==> src/rtl/updown_counter_8bit.sv <==
// updown_counter_8bit: synchronous loadable up/down counter with ripple-carry out
// Ports:
//   clk_i  rising-edge clock
//   rst_i  synchronous active-high reset, clears the count
//   en_i   count enable, gates up/down only
//   s_i    mode: 00 clear, 01 down, 10 load, 11 up
//   in_i   parallel load data
//   out_o  registered count
//   rco_o  terminal-count flag, high the cycle before an enabled wrap
module updown_counter_8bit #(
  parameter int WIDTH = 8
) (
  input  logic             clk_i,
  input  logic             rst_i,
  input  logic             en_i,
  input  logic [1:0]       s_i,
  input  logic [WIDTH-1:0] in_i,
  output logic [WIDTH-1:0] out_o,
  output logic             rco_o
);
  logic [WIDTH-1:0] cnt_q, cnt_d;
  always_comb begin
    cnt_d = s_i == 2'b00 ? '0 :
            s_i == 2'b10 ? in_i :
            !en_i        ? cnt_q :
            s_i == 2'b11 ? cnt_q + WIDTH'(1) :
            s_i == 2'b01 ? cnt_q - WIDTH'(1) : cnt_q;
  end
  always_ff @(posedge clk_i) begin
    if (rst_i) cnt_q <= '0;
    else       cnt_q <= cnt_d;
  end
  assign out_o = cnt_q;
  assign rco_o = en_i & ((s_i == 2'b11 & (&cnt_q)) | (s_i == 2'b01 & (cnt_q == '0)));
endmodule

==> config.mk <==
export PLATFORM = sky130hd
export DESIGN_NAME = updown_counter_8bit
export DESIGN_NICKNAME = d
export VERILOG_FILES = /design/src/rtl/updown_counter_8bit.sv
export SDC_FILE = /design/constraint.sdc
export NUM_CORES = 1
export LEC_CHECK = 0
export ABC_AREA = 1
export ABC_CLOCK_PERIOD_IN_PS = 3150
export CAP_MARGIN = 20
export CORE_AREA = 2 2 42 44
export CTS_CLUSTER_DIAMETER = 60
export DETAILED_ROUTE_END_ITERATION = 8
export DIE_AREA = 0 0 44 46
export PLACE_DENSITY = 0.85
export SKIP_LAST_GASP = 1
export SYNTH_ARGS = -nofsm -noshare
export SYNTH_HDL_FRONTEND = slang
export SYNTH_SLANG_ARGS = --single-unit
==> constraint.sdc <==
create_clock -name clk_i -period 3.15 [get_ports clk_i]
set_clock_uncertainty 0.2 [all_clocks]
set_input_delay 0.63 -clock clk_i [delete_from_list [all_inputs] [get_ports clk_i]]
set_output_delay 0.63 -clock clk_i [all_outputs]
set_load 0.02 [all_outputs]
After elaboration in Yosys (flattened, before gate mapping)
Cells that the tools add are included.
{"block": "word_totals", "ff_bits": 8, "latchBits": 0, "ram_bits": 0, "romBits": 0, "inputBits": 13, "output_inout_bits": 9, "elab_cells": 21, "n_memories": 0}
{"block": "op_classes", "n_addsub": 2, "n_mul": 0, "div_mod_pow": 0, "n_lt_le_gt_ge": 0, "eq_ne": 3, "shift": 0, "muxes": 4, "bitwise": 4, "reduce_logical": 7}
{"cell": "8-bit two-way mux", "count": 4}
{"cell": "8-bit by 1-bit adder with 8-bit output (second input constant)", "count": 1}
{"cell": "8-bit zero test", "count": 1}
{"cell": "8-bit AND reduction", "count": 1}
{"cell": "8-bit by 1-bit subtractor with 8-bit output (second input constant)", "count": 1}
{"cell": "2-bit equality test (second input constant)", "count": 2}
{"cell": "1-bit AND", "count": 3}
{"cell": "3-bit nonzero test", "count": 1}
{"cell": "2-bit by 1-bit equality test with 1-bit output (second input constant)", "count": 1}
{"cell": "2-bit zero test", "count": 1}
{"cell": "2-bit AND reduction", "count": 1}
{"cell": "2-bit nonzero test", "count": 1}
{"cell": "2-bit OR reduction", "count": 1}
{"cell": "1-bit bitwise OR", "count": 1}

Depth between registers and ports, before layout
Gate-level depths: netlist of run 1.
{"block": "depth", "word_depth": 5, "mapped_depth": 10, "ltp_nobuf": 10}

Least setup slack after synthesis of run 1
OpenSTA, ideal clock, no wires.
{"block": "synth_path", "path_kind": "input-to-output", "start": "input port s_i[0]", "end": "output port rco_o", "t_arrival_ns": 1.568, "required_ns": 2.320, "path_slack_ns": 0.752, "path_stages": 3, "n_path_buf": 0, "cell_sequence": "nand2_1 or3_1 a21boi_1"}
{"block": "synth_between", "elab_chain_cells": 4, "elab_cells_between_ends": 6, "classes_between": "eq/ne: 2; bitwise: 4"}
{"item": "start: declaration", "line_no": "16", "source": "input logic [1:0] s_i,"}
{"item": "2-bit equality test or 2-bit by 1-bit equality test with 1-bit output (tied branches)", "line_no": "34", "source": "assign rco_o = en_i & ((s_i == 2'b11 & (&cnt_q)) | (s_i == 2'b01 & (cnt_q == '0)));"}
{"item": "1-bit AND", "line_no": "34"}
{"item": "1-bit bitwise OR (*)", "line_no": "34"}
{"item": "1-bit AND (*)", "line_no": "34"}
{"item": "end: declaration", "line_no": "19", "source": "output logic rco_o"}
Mark *: on every way between the ends. The rest lies on a longest branch, timed or not.

Worst setup path in the final report of run 1
Same ends and word-level chain as after synthesis.

==> results.json, run 1 <==
{
  "outcome": "complete, no violations",
  "cp_data_required_time_ps": 2320,
  "critPathMaxFanout": 4,
  "slowest_delay_ps": 520,
  "hold_slack_ps": 333.5,
  "postSynthCellCount": 111,
  "drc": 0,
  "ios": 22,
  "vias": 840,
  "grt_overflow": 0,
  "critPathLaunchType": "primary input",
  "finalHoldViolCount": 0,
  "critPathKind": "primary input to primary output",
  "drive_above_1_share": 0.06569,
  "final_cell_mix": "29 x nand2_1, 20 x clkdlybuf4s50_1, 14 x nor2_1",
  "antenna_found_initial": 0,
  "cp_cell_sequence": "clkdlybuf4s50_1 -> nand2_1 -> or3_1 -> a21boi_1 -> dlygate4sd2_1",
  "drtAntennaViolNets": 0,
  "power_leakage_uw": 0.0004839,
  "wirelength_um": 1879,
  "vias_per_cell": 5.455,
  "irDropWorstVdd_v": 0.0001946,
  "synth_area_sq_um": 739.5,
  "final_common_cell": "nand2_1",
  "met3_usage": 0.05556,
  "coreArea_sq_mm": 0.001614,
  "power_density_mw_per_mm2": 369.5,
  "grt_util_met2": 0.3882,
  "num_antenna_cells": 0,
  "initial_core_util": 0.4581,
  "synth-seq-cells": 8,
  "worst_slew_pin_slew_ps": 685.6,
  "endpoint_kind": "primary output",
  "synth-seq-area-share": 0.2166,
  "final_nets": 160,
  "min_period_ps": 2921,
  "fmax_mhz": 342.4,
  "clk_pin_slew_ps": 60,
  "grt_use_met1": 0.2619,
  "place.gp.congestion": 0.8242,
  "synth_cell_types": 24,
  "area_growth_pct": 36.21,
  "die_area_sq_mm": 0.002024,
  "hold_class": "register to register",
  "finalCritPeriodShare": 0.9272,
  "numCtsBuffers": 3,
  "cp_top_family": "buffers and inverters",
  "cp.arrival_ps": 2090,
  "cts.sinks": 8,
  "maxSlewHeadroom": 0.5420,
  "grt_pass1_vias": 790,
  "drv_cap": 0,
  "grt_pass1_wl_um": 3332,
  "dp_hpwl_um": 1494,
  "drtIter0Drc": 12,
  "multi_input_area_sq_um": 538.0,
  "nFillCells": 155,
  "rows": 15,
  "grt_max_degree": 11,
  "slew_viol_final": 0,
  "insertion_delay_ps": 270,
  "final_core_util": 0.6240,
  "cp_num_buf_inv": 2,
  "grt-busiest-layer": "met2",
  "cpMaxStageDelayCell": "clkdlybuf4s50_1",
  "finalSetupViolCount": 0,
  "htreeDepth": 1,
  "grt_usage": 0.2252,
  "dr.pass1.iters": 4,
  "seqCellArea_sq_um": 160.2,
  "cts_root_buf": "clkbuf_4",
  "ys_warn_count": 0,
  "rsz0062_at_grt": "false",
  "die_w_um": 44,
  "wl_per_cell_um": 12.20,
  "tritoncts": "done",
  "avgSynthCellArea_sq_um": 6.662,
  "largest_reg_flops": 8,
  "clockBufferDepth": 2,
  "port_buffers": 21,
  "die_h_um": 46,
  "synth_nets": 132
}
kinds of logic (layout without fill, tap and decap cells):
family          count (synthesis)  after routing  synth area share
compound gates                 18             18            0.1590
flops                           8              8            0.2166
fa+ha+maj                       8              8            0.1455
simple gates                   62             62            0.3756
buf+inv                        11             37           0.05584
xor+xnor                        4              4           0.04737
repair_timing:
| item | in CTS | in global routing |
|---|---|---|
| endpoints found under the setup margin | 1 | 0 |
| setup buffers | 0 | 0 |
| gates resized for setup | 1 | 0 |
| hold buffers | 0 | 0 |
through the flow:
step	worst slack [ps]	area (sq um)	cells	setup TNS (ps)	total power, uW
after floorplan	752.2	739.5	111	0	230.2
after detailed placement	-51.39	985.9	151	-51.39	286.4
after CTS	213.4	1007	154	0	368.5
after global placement	8.288	985.9	151	0	281.6
after global routing	148.0	1007	154	0	398.8
final	229.4	1007	154	0	372.1
cell usage after synthesis (all sizes together):
cell     number  area (sq um)
nand3         8         40.04
nand2        31         126.4
xor2          4         35.03
nand3b        2         15.01
inv          11         41.29
a21boi        1         7.510
a2111oi       1         15.01
or3           1         6.260
nor2         14         52.55
o22ai         2         12.51
ha            7         87.58
o21bai        3         22.52
or2           2         12.51
a211oi        2         15.01
dfxtp         8         160.2
nor4          2         12.51
fa            1         20.02
nand4         2         12.51
o21ai         2         10.00
a21oi         7         35.03
power by group:
group | internal [uW] | total (uW) | leakage [uW] | switching (uW)
registers | 109 | 122 | 0.0000657 | 13.1
logic | 76.2 | 162 | 0.000404 | 85.6
clock network | 44.2 | 88.0 | 0.0000138 | 43.8
total | 230 | 372 | 0.000484 | 142
worst min-delay path, delay by kind of cell, from the launching register on:
family             cells  cell delay (ps)
DFF                    1              350
and+or+nand+nor        1               80
AOI/OAI and AO/OA      1               50
cell type report:
| class | count | share of cell area |
|---|---|---|
| timing repair buffer | 23 | 0.2224 |
| multi-input combinational | 92 | 0.5342 |
| sequential | 8 | 0.1590 |
| tap | 17 | 0.02112 |
| clock buffer | 3 | 0.02236 |
| inverter | 11 | 0.04099 |
final timing paths:
check / slack [ps] / to / start / cells past startpoint
setup / recovery: 230 / rco_o / s_i[0] / 5
hold / removal: 330 / out_o[7]$_SDFFE_PP0P_ / out_o[7]$_SDFFE_PP0P_ / 2
setup reg to reg: 1350 / out_o[6]$_SDFFE_PP0P_ / out_o[0]$_SDFFE_PP0P_ / 9
hold reg to reg: 330 / out_o[7]$_SDFFE_PP0P_ / out_o[7]$_SDFFE_PP0P_ / 2
routing by layer:
metal / vias up / routed length [um]
met5: - / 0
met4: 0 / 38
met3: 5 / 105
met2: 27 / 940
met1: 376 / 794
li1: 432 / -
(Power assumes the default switching activity.)
==> run 2: changes to the inputs <==
--- a/config.mk
+++ b/config.mk
@@ -6,7 +6,7 @@
 export NUM_CORES = 1
 export LEC_CHECK = 0
 export ABC_AREA = 1
-export ABC_CLOCK_PERIOD_IN_PS = 3150
+export ABC_CLOCK_PERIOD_IN_PS = 3710
 export CAP_MARGIN = 20
 export CORE_AREA = 2 2 42 44
 export CTS_CLUSTER_DIAMETER = 60
@@ -17,3 +17,4 @@
 export SYNTH_ARGS = -nofsm -noshare
 export SYNTH_HDL_FRONTEND = slang
 export SYNTH_SLANG_ARGS = --single-unit
+export TNS_END_PERCENT = 50
==> constraint.sdc (replaced) <==
create_clock -name clk_i -period 3.71 [get_ports clk_i]
set_clock_uncertainty 0.2 [all_clocks]
set_input_delay 0.742 -clock clk_i [delete_from_list [all_inputs] [get_ports clk_i]]
set_output_delay 0.742 -clock clk_i [all_outputs]
set_load 0.02 [all_outputs]
==> run 2 against run 1 <==
Net effect: sequential power down 15%; sequential share of layout area up 0.099 points; largest power group unchanged; clock power down 21%; design area down 0.62%; clock-buffer cell count unchanged; global-route usage down 1.7 points; sequential cell count unchanged; final cell count down 0.65%; setup slack better by 53 ps; via count up 0.71%; highest routed layer unchanged.
==> results.json, run 2 (synthesis results as in run 1) <==
{
  "outcome": "complete, no violations",
  "grt_usage": 0.2077,
  "cp_cell_sequence": "clkdlybuf4s50_1 -> nand2_1 -> or3_1 -> a21boi_1 -> clkdlybuf4s50_1",
  "slowest_delay_ps": 620,
  "clockBufferDepth": 2,
  "slew_viol_final": 0,
  "critPathLaunchType": "primary input",
  "finalPower_uw": 310.8,
  "grt_pass1_wl_um": 3042,
  "endpoint_kind": "primary output",
  "dr.pass1.iters": 4,
  "critPathMaxFanout": 4,
  "place.gp.congestion": 0.8111,
  "cpMaxStageDelayCell": "clkdlybuf4s50_1",
  "drtIter0Drc": 23,
  "largest_reg_flops": 8,
  "final_nets": 159,
  "crit_top_cell": "clkdlybuf4s50_1",
  "insertion_delay_ps": 260,
  "min_period_ps": 3427,
  "htreeDepth": 1,
  "final_common_cell": "nand2_1",
  "multi_input_area_sq_um": 538.0,
  "power_density_mw_per_mm2": 310.5,
  "rows": 15,
  "finalCritPeriodShare": 0.9238,
  "die_h_um": 46,
  "fmax_mhz": 291.8,
  "drc": 0,
  "irDropWorstVdd_v": 0.0001737,
  "final_cell_mix": "29 x nand2_1, 21 x clkdlybuf4s50_1, 14 x nor2_1",
  "wl_per_cell_um": 11.95,
  "cts.sinks": 8,
  "wirelength_um": 1829,
  "drtAntennaViolNets": 0,
  "grt_max_degree": 11,
  "placed_cells": 150,
  "cts_root_buf": "clkbuf_4",
  "area_growth_pct": 35.36,
  "cp_data_required_time_ps": 2770,
  "ios": 22,
  "hold_class": "register to register",
  "worst_slew_pin_slew_ps": 665.3,
  "vias_per_cell": 5.529,
  "clk_pin_slew_ps": 50,
  "postCtsHoldBufs": 0,
  "fin_tns_setup_ps": 0,
  "stdcell_count": 153,
  "cp_top_family": "buffers and inverters",
  "port_buffers": 21,
  "numCtsBuffers": 3,
  "maxSlewHeadroom": 0.5556,
  "finalHoldViolCount": 0,
  "initial_core_util": 0.4581,
  "power_leakage_uw": 0.0004745,
  "die_area_sq_mm": 0.002024,
  "cp_num_buf_inv": 2,
  "drv_cap": 0,
  "nFillCells": 164,
  "post_cts_buffers": 0,
  "cp.arrival_ps": 2490,
  "critPathKind": "primary input to primary output",
  "drive_above_1_share": 0.05882,
  "antenna_found_initial": 0,
  "seqCellArea_sq_um": 160.2,
  "die_w_um": 44,
  "num_antenna_cells": 0,
  "cts_resized": 0,
  "tritoncts": "done",
  "grt_pass1_vias": 710,
  "vias": 846,
  "finalSetupViolCount": 0,
  "coreArea_sq_mm": 0.001614,
  "rsz0062_at_grt": "false",
  "dp_hpwl_um": 1427,
  "grt_overflow": 0
}
run 2: cell count changes in the layout (fill, tap and decap cells not counted), sizes merged:
cell | previous run | this run
dlygate4sd2 | 1 | 0
buf | 2 | 1
clkdlybuf4s50 | 20 | 21
run 2: worst min-delay path, cell delays in order (launching register included):
cell and delay, ps:
dfxtp_1 350, nand2_1 90, a21oi_1 60
run 2: through the flow:
stage                     utilization  cell area, sq um  setup slack (ps)  hold WS [ps]
after global routing           0.6202              1001             201.9         367.3
after CTS                      0.6202              1001             274.6         335.9
after floorplan                     -             739.5              1088         377.5
final                          0.6202              1001             282.6         339.0
after detailed placement       0.6062             978.4             282.5         327.4
after global placement         0.6062             978.4             316.7         312.8
run 2: final timing paths:
kind	cells past startpoint	to	slack, ps	start
max	5	rco_o	280	s_i[1]
min	2	out_o[7]$_SDFFE_PP0P_	340	out_o[7]$_SDFFE_PP0P_
max reg2reg	9	out_o[6]$_SDFFE_PP0P_	1900	out_o[0]$_SDFFE_PP0P_
min reg2reg	2	out_o[7]$_SDFFE_PP0P_	340	out_o[7]$_SDFFE_PP0P_
run 2: where the power goes:
group	switching (uW)	internal, uW	total (uW)
sequential	11.2	92.8	104
combinational	72.6	64.5	137
clock	32.5	37.2	69.7
total	116	195	311
run 2: cell type report:
type,instances,area share
Clock buffer,3,0.02250
Inverter,11,0.04125
Multi-Input combinational cell,92,0.5375
Sequential cell,8,0.1600
Tap cell,17,0.02125
Timing Repair Buffer,22,0.2175
run 2: metal layers:
metal,vias up,share of wire,global-route usage
met3,8,0.051,0.04365
met4,0,0.029,0.1394
li1,430,-,-
met1,378,0.44,0.2375
met5,-,0,0
met2,30,0.48,0.3471
==> run 3: changes to the inputs <==
--- a/config.mk
+++ b/config.mk
@@ -14,6 +14,7 @@
 export DIE_AREA = 0 0 44 46
 export PLACE_DENSITY = 0.85
 export SKIP_LAST_GASP = 1
+export SLEW_MARGIN = 20
 export SYNTH_ARGS = -nofsm -noshare
 export SYNTH_HDL_FRONTEND = slang
 export SYNTH_SLANG_ARGS = --single-unit
==> results of run 3 <==
Final layout, timing and power as in run 2 (identical DEF).
